### config.mk
export PLATFORM = sky130hd
export DESIGN_NAME = canvas_reader
export DESIGN_NICKNAME = d
export VERILOG_FILES = /design/src/rtl/canvas_reader.sv
export SDC_FILE = /design/constraint.sdc
export NUM_CORES = 1
export LEC_CHECK = 0
export BUFFER_PORTS_ARGS = -buffer_cell sky130_fd_sc_hd__buf_2
export CAP_MARGIN = 5
export CORE_MARGIN = 2
export CORE_UTILIZATION = 40
export DETAILED_ROUTE_END_ITERATION = 12
export GPL_ROUTABILITY_DRIVEN = 0
export PLACE_DENSITY_LB_ADDON = 0.05
export SLEW_MARGIN = 10
export SYNTH_ARGS = -nofsm -noshare
export SYNTH_HDL_FRONTEND = slang
export SYNTH_SLANG_ARGS = --single-unit
### constraint.sdc
create_clock -name i_clk -period 6.35 [get_ports i_clk]
set_input_delay 0.9525 -clock i_clk [delete_from_list [all_inputs] [get_ports i_clk]]
set_output_delay 0.9525 -clock i_clk [all_outputs]
set_load 0.05 [all_outputs]
### src/rtl/canvas_reader.sv
// canvas_reader: raster-order readback of the 24-bit canvas from frame memory.
// Fixed-latency reads, credit-limited so the output skid FIFO never overflows.
module canvas_reader #(
    parameter int IMG_W      = 1024,
    parameter int IMG_H      = 768,
    parameter int ADDR_W     = 20,
    parameter int RD_LAT     = 2,
    parameter int FIFO_DEPTH = 4
) (
    input  logic              i_clk,
    input  logic              i_rst_n,
    input  logic              i_start,
    output logic              o_busy,
    output logic              o_done,
    output logic              o_mem_rd,
    output logic [ADDR_W-1:0] o_mem_addr,
    input  logic [23:0]       i_mem_rdata,
    output logic              o_pix_valid,
    input  logic              i_pix_ready,
    output logic [23:0]       o_pix_data,
    output logic              o_pix_sof,
    output logic              o_pix_eol
);
    localparam int NPIX = IMG_W * IMG_H;
    localparam int XW   = (IMG_W > 1) ? $clog2(IMG_W) : 1;
    localparam int PW   = $clog2(FIFO_DEPTH);
    localparam int CW   = $clog2(FIFO_DEPTH + 1);
    localparam int DW   = 26;
    localparam logic [ADDR_W-1:0] LAST  = ADDR_W'(NPIX - 1);
    localparam logic [XW-1:0]     XLAST = XW'(IMG_W - 1);
    localparam logic [CW:0]       DEPTH = (CW+1)'(FIFO_DEPTH);

    typedef enum logic [1:0] {
        S_IDLE,
        S_READ,
        S_DRAIN,
        S_DONE
    } state_t;

    state_t             r_state;
    state_t             w_next;
    logic [ADDR_W-1:0]  r_addr;
    logic [XW-1:0]      r_x;
    logic               r_sof;
    logic               r_mem_rd;
    logic [ADDR_W-1:0]  r_mem_addr;
    logic               r_iss_sof;
    logic               r_iss_eol;
    logic [RD_LAT-1:0]  r_vld;
    logic [RD_LAT-1:0]  r_tsof;
    logic [RD_LAT-1:0]  r_teol;
    logic [DW-1:0]      r_fdata [FIFO_DEPTH];
    logic [PW-1:0]      r_wp;
    logic [PW-1:0]      r_rp;
    logic [CW-1:0]      r_cnt;
    logic [CW-1:0]      r_infl;

    logic               w_ret;
    logic               w_fvalid;
    logic               w_pop;
    logic               w_issue;
    logic               w_last;
    logic [CW:0]        w_used;
    logic [DW-1:0]      w_head;

    // Credits freed by this cycle's pop are reusable at once.
    assign w_ret    = r_vld[RD_LAT-1];
    assign w_fvalid = (r_cnt != '0);
    assign w_pop    = w_fvalid & i_pix_ready;
    assign w_used   = {1'b0, r_cnt} + {1'b0, r_infl}
                    - {{CW{1'b0}}, w_pop};
    assign w_issue  = (r_state == S_READ) && (w_used < DEPTH);
    assign w_last   = (r_addr == LAST);
    assign w_head   = r_fdata[r_rp];

    assign o_mem_rd   = r_mem_rd;
    assign o_mem_addr = r_mem_addr;

    always_ff @(posedge i_clk) begin
        if (!i_rst_n) r_state <= S_IDLE;
        else          r_state <= w_next;
    end

    always_comb begin
        w_next = r_state;
        case (r_state)
            S_IDLE:  if (i_start) w_next = S_READ;
            S_READ:  if (w_issue && w_last) w_next = S_DRAIN;
            S_DRAIN: if (w_used == '0) w_next = S_DONE;
            S_DONE:  w_next = S_IDLE;
            default: w_next = S_IDLE;
        endcase
    end

    always_comb begin
        o_busy      = (r_state != S_IDLE);
        o_done      = (r_state == S_DONE);
        o_pix_valid = w_fvalid;
        o_pix_data  = '0;
        o_pix_sof   = 1'b0;
        o_pix_eol   = 1'b0;
        if (w_fvalid) {o_pix_data, o_pix_sof, o_pix_eol} = w_head;
    end

    always_ff @(posedge i_clk) begin
        if (!i_rst_n) begin
            r_addr     <= '0;
            r_x        <= '0;
            r_sof      <= 1'b0;
            r_mem_rd   <= 1'b0;
            r_mem_addr <= '0;
            r_iss_sof  <= 1'b0;
            r_iss_eol  <= 1'b0;
        end else begin
            r_mem_rd <= w_issue;
            if (r_state == S_IDLE) begin
                r_addr <= '0;
                r_x    <= '0;
                r_sof  <= 1'b1;
            end else if (w_issue) begin
                r_addr <= r_addr + 1'b1;
                r_x    <= (r_x == XLAST) ? '0 : r_x + 1'b1;
                r_sof  <= 1'b0;
            end
            if (w_issue) begin
                r_mem_addr <= r_addr;
                r_iss_sof  <= r_sof;
                r_iss_eol  <= (r_x == XLAST);
            end
        end
    end

    // Tags ride alongside the read so returns need no address decode.
    always_ff @(posedge i_clk) begin
        if (!i_rst_n) begin
            r_vld  <= '0;
            r_tsof <= '0;
            r_teol <= '0;
        end else begin
            r_vld[0]  <= r_mem_rd;
            r_tsof[0] <= r_iss_sof;
            r_teol[0] <= r_iss_eol;
            for (int i = 1; i < RD_LAT; i++) begin
                r_vld[i]  <= r_vld[i-1];
                r_tsof[i] <= r_tsof[i-1];
                r_teol[i] <= r_teol[i-1];
            end
        end
    end

    always_ff @(posedge i_clk) begin
        if (!i_rst_n) begin
            r_wp   <= '0;
            r_rp   <= '0;
            r_cnt  <= '0;
            r_infl <= '0;
        end else begin
            if (w_ret) r_wp <= r_wp + 1'b1;
            if (w_pop) r_rp <= r_rp + 1'b1;
            r_cnt  <= r_cnt + CW'(w_ret) - CW'(w_pop);
            r_infl <= r_infl + CW'(w_issue) - CW'(w_ret);
        end
    end

    always_ff @(posedge i_clk) begin
        if (w_ret)
            r_fdata[r_wp] <= {i_mem_rdata, r_tsof[RD_LAT-1], r_teol[RD_LAT-1]};
    end
endmodule
# Word level (Yosys, flattened, before mapping)
# Memory sizes are Yosys's and may differ from the RTL's. A register that Yosys moved wholly into a read port is not among the register bits.
# Index checks and enable logic that the tools add are counted.
# op_classes
reduce_logical,9
mux,14
addsub,10
n_bitwise,2
n_eq_ne,8
magnitude_cmp,1
# ops
operator,n
$mux 24,1
$add 20x1->20 const B,1
$eq 20x20->1 const B,1
$add 10x1->10 const B,1
$eq 10x10->1 const B,1
$mux 10,1
$mux 2,5
$pmux 2 s4,1
$add 3x1->3,2
$mux 1,6
$sub 3x1->3,2
$add 2x1->2 const B,2
$add 3x3->4,1
$eq 2x2->1 const B,2
$logic_not 4->1,1
$lt 4x3->1 const B,1
$ne 2x2->1 const B,2
$reduce_bool 2->1,2
$sub 4x1->4,1
$reduce_and 3->1,1
$reduce_bool 3->1,1
$eq 2x1->1 const B,1
$logic_and 1x1->1,2
$logic_not 2->1,1
other kinds (4),4
# word_totals
regBits,72
ramBits,104
output_inout_bits,50
memories,1
# mem_list
memory,words,width,rd,rd_ports_with_merged_regs,wr,line,source
r_fdata,4,26,1,1,1,52,logic [DW-1:0] r_fdata [FIFO_DEPTH];

# Logic depth before layout (Yosys ltp)
# Gate-level depths: netlist (run 1).
# depth
word_depth,8
ltp_mapped,17
mapped_depth_nobuf,15

# Worst setup path before layout (run 1)
# No wires, ideal clock.
# synth_timing
path_kind,input -> register
startpoint,input i_pix_ready
endpoint,register r_infl[2]
t_arrival_ns,3.728
cell_stages,15
path_slack_ns,2.494
required_time_ns,6.222
cell_sequence,nand2_1 or2_2 nand2_1 ha_1 fa_1 xor2_1 nor2_2 o21ai_2 buf_2 ha_1 inv_1 ha_1 fa_1 xnor2_1 nor2_1
# synth_via
elab_chain_len,6
# synth_rtl
element,line,source
"start, declared",19,"input logic i_pix_ready,"
$and 1x1->1,69,assign w_pop = w_fvalid & i_pix_ready;
$sub 4x1->4,71,"- {{CW{1'b0}}, w_pop};"
$lt 4x3->1,72,assign w_issue = (r_state == S_READ) && (w_used < DEPTH);
$logic_and 1x1->1,72,
$add 3x1->3,161,r_infl <= r_infl + CW'(w_issue) - CW'(w_ret);
$sub 3x1->3,161,
"end signal, assigned",161,
"end, declared",56,logic [CW-1:0] r_infl;
# No other way between the ends.
# A chain may end at the register's enable or synchronous reset.

# Final worst setup path (run 1)
# layout_timing
startpoint,register r_cnt[1]
endpoint,register r_infl[2]
# layout_via
elab_chain_len,7
word_cells_on_any_way,8
# layout_rtl
element,line,source
"start, declared",55,logic [CW-1:0] r_cnt;
"start signal, assigned",160,r_cnt <= r_cnt + CW'(w_ret) - CW'(w_pop);
"parallel branches: the longest is 2 deep, another holds $add 3x3->4",-,
$sub 4x1->4 (*),71,
$lt 4x3->1 (*),72,
$logic_and 1x1->1 (*),72,
$add 3x1->3 (*),161,
$sub 3x1->3 (*),161,
# Mark *: on every way between the ends.

==> impl_metrics.ini, run 1 <==
[job]
max_cap_viol_count = 0

[global_routing]
overflow = 0
grt_max_degree = 35
grt_pass1_wl_um = 22400
grt_pass1_vias = 4272
grt_use_total_pct = 14.9
antenna_found_initial = 0

[floorplanning]
rows = 49
core_sq_um = 17900
io_pins = 78
die_w_um = 139
die-area_sq_um = 19300
initial_core_util_pct = 40.6
dieHeight_um = 139

[sta]
clock_skew_ns = 0.0107
finalSetupViolations = 0
tightest_slew_ns = 0.990
relSlewSlack_pct = 34.0
hold_viol = 0
finalSetupTns_ns = 0
period_needed_ns = 4.18
finalCritPeriodShare_pct = 65.9
fin_hold_ws_ns = 0.436
clock.fmax_ghz = 0.239
drv_slew = 0
rsz0062_at_grt = false

[clocking]
clock_sinks = 178
insertion_delay_ns = 0.43
cts-root-buf = clkbuf_16
cts-hold-fix-buffers = 0
postCtsSetupBuffers = 0
clk_pin_slew_ns = 0.07
cts_tree = done
cts.repair.resized = 0
htreeDepth = 4
cts_buffers = 17
ctsLongestPathBuffers = 2

[power]
ir_worst_vdd_v = 0.000247
p_leak_nw = 3.19
powerDensity_nw_per_um2 = 420

[yosys]
seq_area_frac_synth_pct = 63.3
mappedNetlistArea_sq_um = 7270
synthDominantCellAreaShare_pct = 43.0
syn-num-nets = 569
synth_common_cells = 104 x edfxtp_1, 74 x dfxtp_1, 52 x nor2_1, 41 x and2_1
netlist_top_cells_area = edfxtp_1 43%, dfxtp_1 20%, mux4_2 8.1%
synthDistinctLibCells = 48
synth.most_common_cell = edfxtp_1
synth_area_leader_cell = edfxtp_1
synth_edf_count = 104
yosys_warnings = 0
synth_ff_type = edfxtp_1
ys_ff_latch = 178
synth-async-reset-ratio_pct = 0
syn_area_per_cell_sq_um = 14.0
synthCells = 520

[routing]
first_iter_violations = 137
post_drt_via_cell_ratio = 5.03
postRouteAntennaNets = 0
drc = 0
wl_um = 13800
vias = 4238
wire_per_inst_um = 16.4
drt_first_pass_iters = 4

[worst_setup_path]
crit_type = flop to flop
worst_setup_path_end_kind = flop
critPathMaxFanout = 29
startpoint_type = flop
crit_start = r_cnt[1]
worst_ep_arrival_time_ns = 4.49
cp.required_ns = 6.66
reg2reg_from = r_cnt[1]

[place]
dpl.hpwl_um = 8770
dp.cells = 811
port_buffers = 77
postPlaceCellArea_sq_um = 7900

[worst_hold_path]
hp-start = r_vld[0]
holdCritPathClass = flop to flop

[final_layout]
num_antenna_cells = 0
fin_cells = 843
fin_nets = 650
stdcell_area_sq_um = 8480
fillers = 1636
area_delta_synth_final_pct = 16.7
fin_util_pct = 47.4
drive_gt1_share_pct = 24.3

[outcome]
outcome = complete, no violations
## per-layer routing
metal	GRT usage [%]	vias up	wire, um
li1	-	2070	-
met1	18.4	2081	6340
met2	25.6	73	6870
met3	3.31	14	410
met4	5.74	0	191
met5	0	-	0
## registers in the layout, indices dropped and copies added (netlist names), 2 cells and up, named ones only
name / cells
o_mem_addr: 20
r_addr: 20
r_cnt: 3
r_fdata: 104
r_infl: 3
r_rp: 2
r_state: 2
r_teol: 2
r_tsof: 2
r_vld: 2
r_wp: 2
r_x: 10
## through the flow
stage / worst slack [ns] / power (mW)
after floorplan: 2.49 / 2.32
after global placement: 2.18 / 2.57
after detailed placement: 2.05 / 2.58
after CTS: 2.05 / 3.62
after global routing: 1.79 / 3.76
final: 2.17 / 3.56
## final timing paths
| kind | endpoint | slack (ns) | cells past startpoint |
|---|---|---|---|
| worst min-delay path | r_vld[1] | 0.44 | 1 |
| worst min register to register | r_vld[1] | 0.44 | 1 |
| worst max register to register | r_infl[2] | 2.17 | 15 |
| worst max-delay path | r_infl[2] | 2.17 | 15 |
## layout by cell type, fill, tap and decap left out, drive strengths merged, types with 6 or more instances in the layout
master / netlist / final
dfxtp: 74 / 74
or4: 6 / 6
ha: 18 / 18
o31ai: 6 / 6
inv: 21 / 26
edfxtp: 104 / 104
xor2: 16 / 16
mux2i: 26 / 26
nor2: 53 / 53
and2: 41 / 41
clkbuf: 14 / 19
buf: 8 / 84
nand2: 19 / 19
or3: 10 / 10
a21oi: 16 / 16
o2111ai: 7 / 7
mux4: 26 / 26
o21ai: 9 / 9
o211ai: 6 / 6
## area by class of cell
type | instances | area [sq um] | area share (%)
tap | 229 | 287 | 3.38
multi-input combinational | 298 | 2490 | 29.4
clock buffer | 19 | 433 | 5.10
sequential | 178 | 4610 | 54.3
inverter | 22 | 82.6 | 0.973
timing repair buffer | 84 | 438 | 5.16
clock inverter | 13 | 148 | 1.74
## cell families (layout without fill, tap and decap cells)
group	after synthesis	count (layout)	synth area share [%]
mux	52	52	11.6
xor+xnor	21	21	2.53
simple gates	152	152	10.7
compound gates	52	52	5.35
fa+ha+maj	21	21	3.92
buf+inv	44	138	2.50
flops	178	178	63.3
## where the power goes
part	total [mW]	switching (mW)	internal, mW
registers	1.34	0.0722	1.27
clock network	1.03	0.446	0.586
logic	1.19	0.806	0.389
## critical path, cell delays in order (launching register included)
cell and delay, ns:
dfxtp_1 0.36, or3_1 0.75, nand2_1 0.32, or2_2 0.19, nand2_1 0.06, ha_1 0.20
fa_1 0.38, xor2_1 0.18, nor2_2 0.42, o21ai_4 0.11, ha_1 0.29, inv_1 0.04
ha_1 0.18, fa_1 0.38, xnor2_1 0.16, nor2_1 0.05
Note: power is estimated with default switching activity, not from simulation.
==> run 2: changes to the inputs <==
Clock period 6.35 ns to 3.4 ns, I/O delays scaled along.
==> impl_metrics.ini, run 2 (synthesized netlist as in run 1, its figures left out) <==
[routing]
wl_um = 14000
wire_per_inst_um = 16.5
vias = 4280
first_iter_violations = 203
post_drt_via_cell_ratio = 5.04
drt_first_pass_iters = 4
drc = 0
postRouteAntennaNets = 0

[sta]
finalCritPeriodShare_pct = 91.9
clock_skew_ns = 0.00710
tightest_slew_ns = 0.828
finalSetupViolations = 0
rsz0062_at_grt = false
period_needed_ns = 3.13
fin_hold_ws_ns = 0.307
setup_slack_ns = 0.275
drv_slew = 0
relSlewSlack_pct = 44.7
finalSetupTns_ns = 0
hold_viol = 0
clock.fmax_ghz = 0.320

[global_routing]
grt_max_degree = 34
busiest_layer = met2
overflow = 0
use_met2_pct = 26.0
grt_use_total_pct = 15.2
grt_pass1_vias = 4418
gr-usage-met1_pct = 19.1
grt_use_met3_pct = 3.00
antenna_found_initial = 0
grt_pass1_wl_um = 23100

[floorplanning]
dieHeight_um = 139
die-area_sq_um = 19300
core_sq_um = 17900
initial_core_util_pct = 40.6
die_w_um = 139
rows = 49
io_pins = 78

[worst_hold_path]
min_to = r_fdata[1][6]
holdCritPathClass = input port to flop
hp-start = i_mem_rdata[4]
holdPathStages = 1

[worst_setup_path]
critPathMaxFanout = 8
r2r.worst_path.cells = 12
worst_setup_path_end_kind = flop
timing.reg2reg.setup_slack_ns = 0.27
cp.required_ns = 3.71
reg2reg_from = r_cnt[1]
startpoint_type = flop
worstReg2RegEnd = r_x[9]
worst_ep_arrival_time_ns = 3.44
crit_type = flop to flop

[clocking]
ctsLongestPathBuffers = 2
cts.repair.resized = 0
clk_pin_slew_ns = 0.06
cts-hold-fix-buffers = 0
insertion_delay_ns = 0.42
cts_tree = done
cts_buffers = 17
cts-root-buf = clkbuf_16
htreeDepth = 4
clock_sinks = 178
postCtsSetupBuffers = 0

[final_layout]
multi_input_area_sq_um = 2550
largest_register_ffs = 104
register_area_sq_um = 4610
largest_register = r_fdata
layout_commonest_cell = edfxtp_1
drive_gt1_share_pct = 26.9
fillers = 1599
fin_cells = 850
num_antenna_cells = 0
area_delta_synth_final_pct = 18.2
fin_util_pct = 48.0
stdcell_area_sq_um = 8590
final_cell_mix = 104 x edfxtp_1, 77 x buf_2, 72 x dfxtp_1
fin_nets = 658

[place]
dp.cells = 819
dp_slack_ns = 0.283
postPlaceCellArea_sq_um = 8030
dpl.hpwl_um = 9120
port_buffers = 77

[job]
max_cap_viol_count = 0

[power]
powerDensity_nw_per_um2 = 794
p_leak_nw = 3.22
ir_worst_vdd_v = 0.000393
p_total_mw = 6.82

[outcome]
outcome = complete, no violations
run 2: cell count changes in the layout (fill, tap and decap cells not counted), moves of 2 or more:
cell	change
clkbuf_1	-2
fa_1	-2
ha_1	-3
fa_2	+2
buf_4	+8
clkinv_2	+2
ha_4	+2
inv_6	-3
run 2: how the worst max path moves through the flow:
stage,to,slack [ns],from
after floorplan,r_infl[1],-0.03,r_cnt[1]
after global placement,r_infl[1],0.36,r_cnt[1]
after detailed placement,r_x[9],0.28,r_cnt[1]
after CTS,r_x[9],0.26,r_cnt[1]
after global routing,r_x[9],0.07,r_cnt[1]
final,r_x[9],0.27,r_cnt[1]
run 2: power breakdown:
part | switching, mW | internal (mW) | total [mW]
Clock | 0.785 | 1.07 | 1.86
Sequential | 0.0833 | 2.37 | 2.45
Combinational | 1.65 | 0.866 | 2.51
Total | 2.52 | 4.30 | 6.82
run 2: worst max-delay path, cell delays in order (launching register included):
cell and delay (ns):
dfxtp_2 0.35, or3_4 0.40, nand2_4 0.09, or2_4 0.13, nand2_1 0.06, ha_2 0.19
fa_2 0.38, xor2_2 0.18, nor2_4 0.15, buf_4 0.19, o211ai_2 0.19, o31ai_2 0.49
o21ba_2 0.22
run 2: cell type report:
| class | count | share of cell area [%] |
|---|---|---|
| flip-flops and latches | 178 | 53.6 |
| multi-input cells | 298 | 29.7 |
| well taps | 229 | 3.34 |
| inverters | 22 | 0.961 |
| clock inverters | 14 | 1.63 |
| repair buffers | 92 | 5.80 |
| clock buffers | 17 | 4.95 |
run 2: routing by layer:
layer	part of all wire (%)	wire length, um
met1	46	6380
met2	50	7010
met3	2.9	413
met4	1.5	208
met5	0	0
==> run 3: changes to the inputs <==
Settings changed: CELL_PAD_IN_SITES_DETAIL_PLACEMENT set to 0, CELL_PAD_IN_SITES_GLOBAL_PLACEMENT set to 1, CORE_ASPECT_RATIO set to 0.8.
==> impl_metrics.ini, run 3 (synthesized netlist as in run 1, its figures left out) <==
[power]
internal_power_mw = 4.33
p_total_mw = 6.88
p_comb_share_pct = 36.7
power.share.clock_pct = 27.5
powerDensity_nw_per_um2 = 800
pwr-share-seq_pct = 35.8
ir_worst_vdd_v = 0.000355
switching_share_pct = 37.1
p_switching_mw = 2.55
p_leak_nw = 3.22

[clocking]
cts.repair.resized = 0
cts-root-buf = clkbuf_16
cts_tree = done
ctsLongestPathBuffers = 2
clk_pin_slew_ns = 0.07
htreeDepth = 4
insertion_delay_ns = 0.42
cts-hold-fix-buffers = 0
cts_buffers = 17
clock_sinks = 178
postCtsSetupBuffers = 0

[routing]
drc = 0
first_iter_violations = 175
dr.max_layer_used = met4
drt-met1-wl_um = 7470
wire_per_inst_um = 17.2
post_drt_via_cell_ratio = 5.12
wl_met3_um = 542
vias = 4343
wl_um = 14600
drt_first_pass_iters = 4
dr_wl_met2_um = 6410
postRouteAntennaNets = 0

[worst_setup_path]
worst_ep_arrival_time_ns = 3.48
crit_type = flop to flop
startpoint_type = flop
reg2reg_from = r_cnt[1]
crit_start = r_cnt[1]
cp.required_ns = 3.77
critPathMaxFanout = 5
worst_setup_path_end_kind = flop

[sta]
tightest_slew_ns = 0.807
hold_viol = 0
clock.fmax_ghz = 0.322
drv_slew = 0
finalSetupViolations = 0
period_needed_ns = 3.11
rsz0062_at_grt = false
clock_skew_ns = 0.00722
finalCritPeriodShare_pct = 91.4
relSlewSlack_pct = 46.2
finalSetupTns_ns = 0

[global_routing]
grt_use_total_pct = 16.2
grt_pass1_wl_um = 24000
grt_max_degree = 35
grt_pass1_vias = 4473
antenna_found_initial = 0
overflow = 0

[final_layout]
area_delta_synth_final_pct = 18.2
drive_gt1_share_pct = 26.8
layout_commonest_cell = edfxtp_1
largest_register = r_fdata
fin_nets = 657
multi_input_area_sq_um = 2550
largest_register_ffs = 104
final_cell_mix = 104 x edfxtp_1, 77 x buf_2, 72 x dfxtp_1
fillers = 1620
stdcell_area_sq_um = 8600
register_area_sq_um = 4610
num_antenna_cells = 0
fin_util_pct = 47.7

[floorplanning]
rows = 44
die-area_sq_um = 19300
core_sq_um = 18000
initial_core_util_pct = 40.4
dieHeight_um = 125
io_pins = 78
die_w_um = 155

[outcome]
outcome = complete, no violations

[worst_hold_path]
holdCritPathClass = input port to flop
hp-start = i_mem_rdata[8]

[place]
postPlaceCellArea_sq_um = 8030
port_buffers = 77
dpl.hpwl_um = 9390

[job]
max_cap_viol_count = 0
-- run 3: cell types whose count changed in the layout (fill, tap and decap cells not counted), moves of 2 or more --
cell,change
inv_6,+3
clkinv_4,-3
clkinv_1,-2
clkbuf_1,+2
buf_4,-2
-- run 3: final timing paths --
| kind | slack, ns | to | depth (start not counted) |
|---|---|---|---|
| max | 0.29 | r_infl[1] | 14 |
| max reg2reg | 0.29 | r_infl[1] | 14 |
| min reg2reg | 0.44 | r_vld[1] | 1 |
| min | 0.30 | r_fdata[3][10] | 1 |
-- run 3: metrics by stage --
stage | setup WS [ns] | instances | hold WS, ns
finish | 0.294 | 849 | 0.302
global route | 0.0936 | 849 | 0.277
CTS | 0.249 | 849 | 0.280
detailed placement | 0.256 | 819 | 0.427
global placement | 0.332 | 819 | 0.420
floorplan | -0.0340 | 520 | 0.412
-- run 3: area by class of cell --
| type | count | area share, % |
|---|---|---|
| Clock buffer | 19 | 5.04 |
| Clock inverter | 11 | 1.51 |
| Inverter | 22 | 0.961 |
| Multi-Input combinational cell | 298 | 29.7 |
| Sequential cell | 178 | 53.6 |
| Tap cell | 230 | 3.35 |
| Timing Repair Buffer | 91 | 5.85 |
-- run 3: critical path: stages, from the launching register on --
cell and delay, ns:
dfxtp_2 0.35, or3_4 0.40, nand2_4 0.09, or2_4 0.13, nand2_1 0.05, ha_2 0.18, fa_2 0.37, xor2_2 0.18
nor2_4 0.15, o21ai_4 0.09, ha_4 0.27, inv_2 0.04, ha_4 0.15, fa_2 0.50, and2_1 0.11
-- run 3: power groups by stage --
stage               registers (mW)  clock network (mW)  logic [mW]
global placement              2.51                   0        2.55
detailed placement            2.51                   0        2.56
global route                  2.48                2.04        2.74
finish                        2.46                1.89        2.52
CTS                           2.47                1.95        2.57
floorplan                     2.47                   0        1.99
-- run 3: per-layer routing --
metal / vias to the layer above / track usage (%)
met1: 2163 / 23.8
met3: 18 / 4.04
met5: - / 0
li1: 2081 / -
met4: 0 / 4.85
met2: 81 / 23.8
